===== src/rtl/tsm_sat_counter.sv =====
// Up-counter that sticks at all-ones; synchronous active-low reset plus a clear.
module tsm_sat_counter #(
    parameter int W = 8
) (
    input  logic         clk,
    input  logic         rst,
    input  logic         clr_i,
    input  logic         inc_i,
    output logic [W-1:0] cnt_o
);

    logic [W-1:0] cnt_q;

    always_ff @(posedge clk) begin
        if (!rst || clr_i) begin
            cnt_q <= '0;
        end else if (inc_i && (cnt_q != '1)) begin
            cnt_q <= cnt_q + 1'b1;
        end
    end

    assign cnt_o = cnt_q;

endmodule


===== config.mk =====
export PLATFORM = sky130hd
export DESIGN_NAME = tsm_sat_counter
export DESIGN_NICKNAME = d
export VERILOG_FILES = /design/src/rtl/tsm_sat_counter.sv
export SDC_FILE = /design/constraint.sdc
export NUM_CORES = 1
export LEC_CHECK = 0
export CORE_AREA = 10 10 47 49
export CTS_BUF_LIST = sky130_fd_sc_hd__clkbuf_4 sky130_fd_sc_hd__clkbuf_8
export CTS_CLUSTER_DIAMETER = 100
export DETAILED_ROUTE_END_ITERATION = 8
export DIE_AREA = 0 0 57 59
export PLACE_DENSITY = 0.56
export SYNTH_ARGS = -nofsm -noshare
export SYNTH_HDL_FRONTEND = slang
export SYNTH_SLANG_ARGS = --single-unit

===== constraint.sdc =====
create_clock -name clk -period 1.6 [get_ports clk]
set_clock_uncertainty 0.1 [all_clocks]
set_input_delay 0.48 -clock clk [delete_from_list [all_inputs] [get_ports clk]]
set_output_delay 0.48 -clock clk [all_outputs]
set_load 0.02 [all_outputs]

; Word-level counts from Yosys, hierarchy flattened
; Cells that the tools add are included.
[classes]
n_addsub = 1
n_eq_ne = 1
n_reduce_logical = 3
[ops]
columns = operator, count
row1 = $add A8 B1 Y8 const B, 1
row2 = $ne A8 B8 Y1 const B, 1
row3 = $logic_and A1 B1 Y1, 1
row4 = $logic_not A1 Y1, 1
row5 = $logic_or A1 B1 Y1, 1
[totals]
reg_bits = 8
inputBits = 4
elab_cells = 6

; Longest topological paths before layout
; Gate-level depths: netlist of the first run.
[logic_depth]
ltp_word = 2
mapped_depth = 4
mapped_depth_nobuf = 4

; Worst setup path after synthesis of the first run
; No wires, ideal clock.
[synth_path]
path_kind = register to register
from = register cnt_q[0] (netlist: cnt_o[0])
to = register cnt_q[5] (netlist: cnt_o[5])
n_path_buf = 0
arrival_ps = 1263
stages_incl_launch_ff = 5
setup_slack_ps = 165
synth_period_minus_slack_ps = 1435
cell_sequence = dfxtp_1 ha_1 and4_4 a211oi_2 mux2i_1
[synth_between]
elab_chain_len = 2
[synth_rtl]
columns = item, line
row1 = "start, declared", 12  ; logic [W-1:0] cnt_q;
row2 = "start signal, assigned", 18  ; cnt_q <= cnt_q + 1'b1;
row3 = "parallel branches: the longest is 2 deep, another holds $add A8 B1 Y8", n/a
; Several ways; the timed one is not identified.
; A chain may end at the register's enable or synchronous reset.

; Final worst setup path of the first run
; Ends and elaborated chain as after synthesis.

==> results summary, run 1 <==
The max-slew violation total from the final report came out at 0. The final routed wirelength across all metal layers came out at roughly 1.1 mm. The remaining global-route overflow came out at 0.

Setup violations remaining at the end of the flow were counted as 0. The core area is 0.00140 mm^2. The origin of the critical flop-to-flop path is cnt_o[0]. Dividing total power by cell area gives a power density of between 600 and 700 mW/mm^2. In this run the most critical hold path is launched from cnt_o[4].

The number of violations reported at the end of detailed-routing iteration 0 is 1. The clock latency at the later pin of the worst-skew pair came out at around 0.26 ns. The flow ran to the end, and the final reports show no timing, DRC or antenna violations. The total design power came out at ~0.39 mW. The H-tree depth reported by CTS is 1.

The most common cell in the netlist is sky130_fd_sc_hd__dfxtp_1. The initial utilization of the core area, before any placement, comes to between 30% and 40%. The clock edge transition at the registers on the reported setup and hold paths is 0.05 ns. Sorting the synthesized cells by how often they occur yields sky130_fd_sc_hd__dfxtp_1, sky130_fd_sc_hd__a21oi_1, sky130_fd_sc_hd__nand2_1.

The mean instance size in the synthesized netlist came out at between 9 and 10 um^2. The largest voltage drop on the vdd net came out at about 0.00038 V. The final-layout setup total negative slack came out at 0 ns. Headroom to the max-slew limit came out at roughly 85%.

In this run the cell area of the synthesized design comes to around 420 um^2. The worst hold path terminates at cnt_o[4]. Measured along the y axis, the die boundary spans between 50 and 60 um. When the netlist entered floorplanning its net count stood at 51. The worst setup path is captured at a flip-flop. At the worst endpoint, the required time is between 1.5 and 2 ns. Synthesis produced 46 cells. The average vias per placed instance is 5.15. The I/O pin total came out at 12. The number of hold violations in the final report was 0.

Based on the critical path, the design can be clocked at up to 0.662 GHz. At the end of the flow the core is filled with cells to 45.4%. For the pin with the worst max-slew slack, the measured transition is 0.220 ns. The first-pass iteration count of the detailed router came out at 4. The worst slack on hold paths is about 0.46 ns. The number of antenna violations at the first check in global routing came to 0.

The synthesized design spends more area on one cell type than any other, namely sky130_fd_sc_hd__dfxtp_1. The worst hold path belongs to the class reg2reg. TritonCTS built the clock tree. The register area share after synthesis is 38.0%. The number of different library cells in the post-synthesis netlist is 21. The endpoint identified for the worst register-to-register timing path is cnt_o[5]. The number of warning messages in the yosys log came out at 0. The count of hold-fix buffers inserted at cts came out at 0. In the synthesized netlist the async set-or-reset flop fraction comes to 0%.

The cell area after placement came out at slightly above 600 um^2. The worst setup path is launched from a flip-flop. The cell with the largest stage delay on the worst path is sky130_fd_sc_hd__dfxtp_1. In the final routed layout, each cell accounts on average for approximately 13 um. The antenna diode count came out at 0. The number of buffers inserted by port buffering came out at 11. The tool flagged a number of max-cap violations equal to 0. The number of enable-type register cells in the synthesized netlist came out at 0.

Clock tree synthesis found a total of 8 sinks. For this design the static power due to leakage is 0.304 nW. The flip-flop count of the largest register, all copies and words added came out at 8.

The worst hold path was traced through 2 stages. The number of standard cells in the layout, taps in and fillers out is 85. The classification of the worst setup path is reg2reg. The worst-path maximum fanout came out at 5.

The share of final-layout standard cells stronger than drive strength 1 is about a quarter. Setup repair after global routing left no endpoint under its margin. The share of the synthesized area in the top cell type came out at between 30% and 40%. The count of unresolved DRC violations after routing is 0. The global placement routability congestion is just under 0.8. The maximum number of pins on one net before global-route repair came out at 9. Data arrives at the worst endpoint at between 1.5 and 2 ns. The total placed cells including tap cells came out at around 80. The number of buffers on the longest clock path came out at 2. The total via count in the routed design is 438. Global routing used around 7.3% of the available tracks across all layers. The root buffer selected by CTS is sky130_fd_sc_hd__clkbuf_4. The number of cells traversed by the worst register-to-register path is 5.

Sorting the synthesized cells by area gives the leading types as sky130_fd_sc_hd__dfxtp_1, sky130_fd_sc_hd__mux2i_1, sky130_fd_sc_hd__and4_1. The internal reg-to-reg setup slack is 0.09 ns. The critical path's largest stage delay is between 0.3 and 0.4 ns.

After routing the design area is about 640 um^2. Prior to clock tree synthesis, the placed netlist has a worst setup slack of -0.191 ns. The CTS buffer count came out at 3. The area overhead of the layout relative to synthesis came out at 51.0%. The most used flip-flop cell after synthesis is sky130_fd_sc_hd__dfxtp_1. The count of nets left with antenna violations once routing finished came out at 0. The flop and latch count out of synthesis is 8. The critical path goes through buf_4, ha_1, and4_4, a211oi_2, mux2i_1. In this run the core area contains 14 standard-cell rows. The first global-routing pass estimated about 1.9 mm of wire.

The final clock period utilization by the worst path is 94.3%. The width of the die is ~57 um. The clock period minus final worst setup slack is around 1.5 ns.

The die area is 0.00336 mm^2. Setup slack on the critical path of the routed design comes to between 0.09 and 0.1 ns. The number of nets in the layout is 76.

The via count of the first global-routing pass is around 450.
## per-layer routing
metal  vias to the layer above  routed length, um  GRT usage, %
met3                         4                 78          4.51
met5                         -                  0             0
met2                         7                538          11.5
met1                       203                428          6.93
li1                        224                  -             -
met4                         0                 21          5.03
## cell families after synthesis
group,share of synthesized area (%)
adder cells (fa/ha/maj),2.97
flip-flops,38.0
AO/OA/AOI/OAI,21.4
AND/OR/NAND/NOR,30.6
multiplexers,7.12
## cell usage in the layout (no fill, tap or decap)
| cell | n |
|---|---|
| sky130_fd_sc_hd__nand4_1 | 1 |
| sky130_fd_sc_hd__and3_1 | 1 |
| sky130_fd_sc_hd__nand2b_1 | 3 |
| sky130_fd_sc_hd__a211oi_2 | 1 |
| sky130_fd_sc_hd__o21ai_0 | 2 |
| sky130_fd_sc_hd__nand3_1 | 1 |
| sky130_fd_sc_hd__and4_1 | 2 |
| sky130_fd_sc_hd__dfxtp_1 | 8 |
| sky130_fd_sc_hd__nor2_1 | 1 |
| sky130_fd_sc_hd__clkdlybuf4s50_1 | 2 |
| sky130_fd_sc_hd__nor3_1 | 1 |
| sky130_fd_sc_hd__a311oi_1 | 1 |
| sky130_fd_sc_hd__dlymetal6s2s_1 | 1 |
| sky130_fd_sc_hd__nor2b_1 | 3 |
| sky130_fd_sc_hd__nor2b_2 | 1 |
| sky130_fd_sc_hd__dlygate4sd2_1 | 8 |
| sky130_fd_sc_hd__buf_4 | 9 |
| sky130_fd_sc_hd__a31oi_1 | 2 |
| sky130_fd_sc_hd__clkbuf_4 | 3 |
| sky130_fd_sc_hd__a41o_1 | 1 |
| sky130_fd_sc_hd__mux2i_1 | 3 |
| sky130_fd_sc_hd__and4_4 | 2 |
| sky130_fd_sc_hd__a21boi_2 | 1 |
| sky130_fd_sc_hd__ha_1 | 1 |
| sky130_fd_sc_hd__nand2_1 | 5 |
| sky130_fd_sc_hd__a21oi_1 | 5 |
## area by class of cell
class	instances	area [um^2]
multi-input combinational	38	264
tap	16	20.0
sequential	8	160
fill	149	764
clock buffer	3	22.5
timing repair buffer	20	170
## repair_timing
action                     4_1_cts  5_1_grt
pin swaps                        0        0
setup buffers                    0        0
setup endpoints to repair        8        2
hold endpoints to repair         0        0
resized for setup                8        2
## power by group
part | switching, mW | leakage [nW] | internal (mW) | total [mW]
clock | 0.0710 | 0.0138 | 0.0860 | 0.157
sequential | 0.000839 | 0.0646 | 0.201 | 0.202
combinational | 0.0156 | 0.226 | 0.0180 | 0.0336
total | 0.0875 | 0.304 | 0.305 | 0.393
## critical path, delay by kind of cell (launching register included)
family | cells | cell delay (ns)
flops | 1 | 0.31
simple gates | 1 | 0.23
compound gates | 1 | 0.24
mux | 1 | 0.19
fa+ha+maj | 1 | 0.23
buf+inv | 1 | 0.15
## worst max path at each step
| stage | start | endpoint | cells past startpoint |
|---|---|---|---|
| floorplan | cnt_o[0] | cnt_o[5] | 4 |
| global placement | inc_i | cnt_o[7] | 4 |
| detailed placement | inc_i | cnt_o[5] | 4 |
| CTS | inc_i | cnt_o[5] | 4 |
| global route | cnt_o[0] | cnt_o[5] | 5 |
| finish | cnt_o[0] | cnt_o[5] | 5 |
Power figures use the tool's default switching activity.
==> run 2, diff against run 1 <==
--- a/config.mk
+++ b/config.mk
@@ -10,7 +10,9 @@
 export CTS_CLUSTER_DIAMETER = 100
 export DETAILED_ROUTE_END_ITERATION = 8
 export DIE_AREA = 0 0 57 59
-export PLACE_DENSITY = 0.56
+export HOLD_SLACK_MARGIN = 0.06
+export PLACE_DENSITY = 0.58
 export SYNTH_ARGS = -nofsm -noshare
 export SYNTH_HDL_FRONTEND = slang
 export SYNTH_SLANG_ARGS = --single-unit
+export TNS_END_PERCENT = 10
==> constraint.sdc (replaced) <==
create_clock -name clk -period 1.3 [get_ports clk]
set_clock_uncertainty 0.1 [all_clocks]
set_input_delay 0.39 -clock clk [delete_from_list [all_inputs] [get_ports clk]]
set_output_delay 0.39 -clock clk [all_outputs]
set_load 0.02 [all_outputs]
==> run 2 against run 1 <==
Net effect:
- the run now ends with setup timing left
- routed wire length rose by 4.9%
- count of clock-buffer cells in the layout grew 1
- die area did not move
- cell area increased by 4.9%
- utilization up 2.2 points
- largest cell class unchanged
- largest power group unchanged
==> results summary, run 2 (same netlist as run 1, synthesis figures left out) <==
Once detail routing completed, the nets flagged for antenna violations numbered 0. The total global-route track usage came out at about 6.7%. The core area came out at approximately 0.0014 mm^2.

The via count of the first global-routing pass is 449. Grouping stages by cell kind, the critical path spends the most delay in flip-flops. CTS built an H-tree with a depth of 1. The worst setup path is captured at a flip-flop. The final core utilization came out at 47.7%. The largest voltage drop on the vdd net is ~0.00042 V. The signal on the critical path passes through ha_4, and4_4, a211oi_2, mux2i_1.

The maximum number of pins on one net before global-route repair came out at 9. The register with the most flip-flops in the layout has 8 of them. The wire length of the first global-routing pass is about 1.8 mm.

The first-pass iteration count of the detailed router came out at 4. Once the floorplan was initialized, standard cells occupied a little under a third of the core. The smallest setup slack after layout is -0.00264 ns.

The number of rows in the core area came out at 14. The number of violations reported at the end of detailed-routing iteration 0 came out at 2. Clock-pin slew was measured on the worst setup and hold paths at ~0.06 ns. The remaining global-route overflow came out at 0.

Setup repair after global routing could not meet its margin everywhere. The final routed wirelength across all metal layers is between 1 and 1.5 mm. In this run the post-CTS setup repair buffer count came out at 0. The die area came out at between 0.003 and 0.004 mm^2. The number of nets in the layout is between 70 and 80. Leaving out fill and tap cells, the most frequent cells in the layout are sky130_fd_sc_hd__buf_4, sky130_fd_sc_hd__buf_2, sky130_fd_sc_hd__dfxtp_1. The worst endpoint data arrival time is around 1.4 ns. The analysis attributes to cell leakage a power of slightly above 0.3 nW. The worst-path maximum fanout is 4.

The power density over the cells came out at ~800 mW/mm^2. The library cell used most frequently in the layout, excluding fill and tap cells, is sky130_fd_sc_hd__buf_4. The CTS buffer count came out at 3.

The final clock period utilization by the worst path came out at 100%. The clock period minus final worst setup slack came out at 1.30 ns. The count of clock tree sinks is 8. The width of the die came out at between 50 and 60 um. The antenna diode count is 0. The number of standard cells in the layout, taps in and fillers out came out at 88.

The die is approximately 59 um tall. The cell area after layout is ~670 um^2. The root buffer selected by CTS is sky130_fd_sc_hd__clkbuf_4. The clock latency at the later pin of the worst-skew pair is between 0.2 and 0.3 ns.

At the pin with the least slew margin, the transition time is roughly 0.19 ns. The fmax is 0.768 GHz. The I/O pin total came out at 12.

The total via count in the routed design is ~440. The largest single stage delay on the critical path is ~0.36 ns. The final-report setup violation count is 1. The critical path buffer and inverter count is 0. TritonCTS built the clock tree. The HPWL after detailed placement is approximately 830 um. After detailed routing, the number of remaining DRC violations is 0. Data on the critical path is required at its endpoint by roughly 1.4 ns. Max-cap violations in this run came to 0. The cell area after placement is roughly 640 um^2.

Cells with a size suffix above 1 make up 44.4% of the layout. The max-slew violation total from the final report is 0. From synthesis to final layout, the design area changed by 58.5%. The internal reg-to-reg setup slack came out at -0.003 ns. The cell with the largest stage delay on the worst path is sky130_fd_sc_hd__dfxtp_4. Using the TritonRoute via totals, the vias-per-cell ratio works out to just over 5. The number of antenna violations at the first check in global routing was 0. The total placed cells including tap cells is 84. Final hold analysis gives a worst-case slack of about 0.38 ns. Measured against its own limit, the worst slew margin works out to between 80% and 90%.

The checks that failed: setup timing. The total design power is 0.536 mW. The number of hold violations in the final report came out at 0. The count of hold-fix buffers inserted at cts came out at 0. The type of the most critical hold path is in2reg.

The routed length per placed instance came out at 12.7 um. The critical path is of the reg2reg type. The worst setup path is launched from a flip-flop. The run finished, with violations left.

The global placement routability congestion came out at 0.778. The number of buffers inserted by port buffering came out at 11. The number of buffers on the longest clock path is 2.
## run 2: path summary, 6_finish.rpt
path | startpoint | to | cells after the start
max | cnt_o[1] | cnt_o[5] | 4
max reg2reg | cnt_o[1] | cnt_o[5] | 4
min reg2reg | cnt_o[4] | cnt_o[4] | 2
min | rst | cnt_o[7] | 3
## run 2: cell type report
cell class                      instances  area (um^2)
Clock buffer                            4         30.0
Fill cell                             147          733
Multi-Input combinational cell         38          290
Sequential cell                         8          168
Tap cell                               16         20.0
Timing Repair Buffer                   22          160
## run 2: timing repair
item | 4_1_cts | 5_1_grt
setup endpoints to repair | 15 | 8
pin swaps | 1 | 3
gates resized for setup | 34 | 8
## run 2: where the power goes
part           switching [mW]  leakage [nW]  internal [mW]
Clock                   0.102        0.0184          0.139
Sequential            0.00253        0.0661          0.245
Combinational          0.0196         0.224         0.0272
Total                   0.124         0.308          0.411
## run 2: routing by layer
layer	global-route usage (%)	part of all wire, %	up-vias	wire, um
met5	0	0	-	0
met4	5.03	2.1	0	24
met3	2.15	3.8	4	42
met2	12.1	50	7	563
met1	6.24	44	204	489
li1	-	-	229	-
## run 2: stage by stage
stage                     worst slack (ns)  setup TNS, ns
after floorplan                   -0.00135       -0.00135
after global placement              -0.389          -3.20
after detailed placement            -0.391          -3.26
after CTS                          -0.0499         -0.108
after global routing               -0.0663         -0.115
final                             -0.00264       -0.00264
## run 2: worst min-delay path: stages
cell                             delay, ns
sky130_fd_sc_hd__dlymetal6s2s_1       0.13
sky130_fd_sc_hd__nand2b_1             0.13
sky130_fd_sc_hd__a311oi_1             0.06
==> run 3, diff against run 2 <==
--- a/config.mk
+++ b/config.mk
@@ -10,9 +10,9 @@
 export CTS_CLUSTER_DIAMETER = 100
 export DETAILED_ROUTE_END_ITERATION = 8
 export DIE_AREA = 0 0 57 59
+export DONT_BUFFER_PORTS = 1
 export HOLD_SLACK_MARGIN = 0.06
-export PLACE_DENSITY = 0.58
+export PLACE_DENSITY = 0.46
 export SYNTH_ARGS = -nofsm -noshare
 export SYNTH_HDL_FRONTEND = slang
 export SYNTH_SLANG_ARGS = --single-unit
-export TNS_END_PERCENT = 10
==> run 3 against run 2 <==
Net effect:
- highest routed layer unchanged
- critical path type is now reg2out
- combinational power down 33%
- the run now ends clean
- sequential cell count did not move
- count of clock-buffer cells in the layout is the same
- final cell count down 13%
- clock power is 6% lower
- fmax up 1.9%
- utilization fell by 4.3 points
- largest cell class unchanged
==> results summary, run 3 (same netlist as run 1, synthesis figures left out) <==
The final-report setup violation count came out at 0. The slowest stage of the critical path belongs to the cell sky130_fd_sc_hd__dfxtp_2. For the pin with the worst max-slew slack, the measured transition is between 0.2 and 0.25 ns. The number of violations reported at the end of detailed-routing iteration 0 is 10. In the routed layout, each cell is associated on average with a via count of ~5.4. The floorplan step defined a die boundary enclosing 0.00336 mm^2. The internal reg-to-reg setup slack came out at roughly 0.030 ns. The largest voltage drop on the vdd net is between 0.0003 and 0.0004 V. TritonCTS built the clock tree. Buffers inserted during clock tree synthesis total 3.

Setup repair after global routing could not meet its margin everywhere. The critical path goes through buf_4. The first global-routing pass estimated roughly 1.8 mm of wire. In this run the number of H-tree levels came out at 1. The count of hold-fix buffers inserted at cts is 0. Cells with a size suffix above 1 make up between 40% and 50% of the layout. Counting both buffers and inverters, the worst setup path holds a total of 1.

The data required time of the critical path is around 0.81 ns. The core region is roughly 0.0014 mm^2. The worst setup path is launched from a flip-flop. The antenna diode count is 0. The width of the die came out at approximately 57 um.

The routed length per placed instance came out at between 15 and 20 um. Leaving out fill and tap cells, the most frequent cell in the layout is sky130_fd_sc_hd__buf_4. The critical path in this run is classified as reg2out. The final clock period utilization by the worst path came out at a little over nine tenths. In the layout the commonest cells are sky130_fd_sc_hd__buf_4, sky130_fd_sc_hd__a21oi_1, sky130_fd_sc_hd__nand2_1. The most critical setup path has its startpoint at cnt_o[4]. On the worst path, the slowest cell contributes a delay of 0.38 ns. The die extent in y is between 50 and 60 um. The worst-path maximum fanout came out at 6.

The via count of the first global-routing pass came out at between 300 and 400. The run finished with clean final reports. The number of buffers inserted by port buffering is 0. The starting density of the core came out at a little under a third.

During I/O placement, the number of pins put on the boundary was 12. The number of nets with antenna violations after routing came out at 0. The clock edge transition at the registers on the reported setup and hold paths is about 0.060 ns. The worst endpoint data arrival time is ~0.8 ns. The register with the most flip-flops in the layout has 8 of them. In this run the worst setup path terminates at cnt_o[4]. For this block, the via count after detailed routing is between 400 and 500. The remaining global-route overflow came out at 0. The sum of net half-perimeters after detailed placement came out at around 900 um. The number of cells traversed by the worst register-to-register path came out at 4. The total global-route track usage is around 7.0%. The root buffer selected by CTS is sky130_fd_sc_hd__clkbuf_4. Broken down by cell family, the worst path's largest delay share belongs to flip-flops. For this design the static power due to leakage is approximately 0.24 nW. The worst register-to-register path begins at cnt_o[1]. The clock latency at the later pin of the worst-skew pair came out at 0.25 ns. The number of rows in the core area is 14. The count of clock tree sinks is 8. The count of unresolved DRC violations after routing came out at 0.

The maximum number of pins on one net before global-route repair came out at 9. The clock period minus final worst setup slack came out at about 1.3 ns. The number of stages on the worst setup path came out at 1.

The max-slew violation total from the final report came out at 0. The path class of the tightest hold or removal check is in2reg. The global placement routability congestion came out at around 0.77.

The number of hold violations in the final report is 0. The first-pass iteration count of the detailed router is 4. The number of post-CTS setup repair buffers came out at 0. The number of antenna violations at the first check in global routing is 0. Across the run, the number of max-cap violations was 0. The area overhead of the layout relative to synthesis is 44.2%. Counting along the longest clock path gives a buffer depth of 2. Dividing total power by cell area gives a power density of 827 mW/mm^2. The completed layout was analyzed and its total power is 0.503 mW.

The final routed wirelength across all metal layers is around 1.2 mm. The relative max-transition margin came out at between 80% and 90%. The fmax is between 0.7 and 0.8 GHz. For this run, the post-layout net count is 67. STA classifies the critical path endpoint as a primary output. The worst slack on hold paths is between 0.2 and 0.3 ns.

The worst register-to-register path ends at cnt_o[5].
## run 3: power breakdown
group          internal [mW]  leakage [nW]  switching (mW)  total [mW]
sequential             0.243        0.0690         0.00251       0.245
combinational         0.0162         0.155          0.0154      0.0316
clock                  0.138        0.0184          0.0875       0.226
## run 3: worst min path at each step
stage               startpoint  endpoint  slack, ns  depth (start not counted)
finish                   inc_i  cnt_o[2]       0.25                          2
global route               rst  cnt_o[7]       0.27                          2
CTS                        rst  cnt_o[7]       0.25                          2
detailed placement    cnt_o[3]  cnt_o[3]       0.41                          1
global placement      cnt_o[6]  cnt_o[6]       0.41                          2
floorplan             cnt_o[1]  cnt_o[1]       0.40                          2
## run 3: stage by stage
| step | util (%) | std cells | TNS (ns) | area, um^2 | setup slack [ns] |
|---|---|---|---|---|---|
| floorplan | - | 46 | -0.00135 | 432 | -0.00135 |
| global placement | 38.1 | 73 | 0 | 534 | 0.000190 |
| detailed placement | 38.1 | 73 | -0.0477 | 534 | -0.0244 |
| CTS | 41.2 | 77 | -0.00118 | 577 | -0.00118 |
| global route | 43.4 | 77 | -0.106 | 608 | -0.0554 |
| finish | 43.4 | 77 | 0 | 608 | 0.0222 |
## run 3: layer usage
| layer | wire length [um] | share of wire, % | up-vias | global-route usage (%) |
|---|---|---|---|---|
| met2 | 641 | 55 | 6 | 11.5 |
| met5 | 0 | 0 | - | 0 |
| li1 | - | - | 210 | - |
| met3 | 90 | 7.7 | 2 | 4.29 |
| met1 | 427 | 37 | 199 | 6.91 |
| met4 | 10 | 0.86 | 0 | 3.02 |
## run 3: what timing repair did
action,4_1_cts,5_1_grt
setup endpoints to repair,7,7
pin swaps,2,0
gates resized for setup,5,8
## run 3: final cells by class
cell class              count  area (um^2)
multi-input cells          38          292
flip-flops and latches      8          176
well taps                  16         20.0
fillers                   148          793
repair buffers             11         90.1
clock buffers               4         30.0
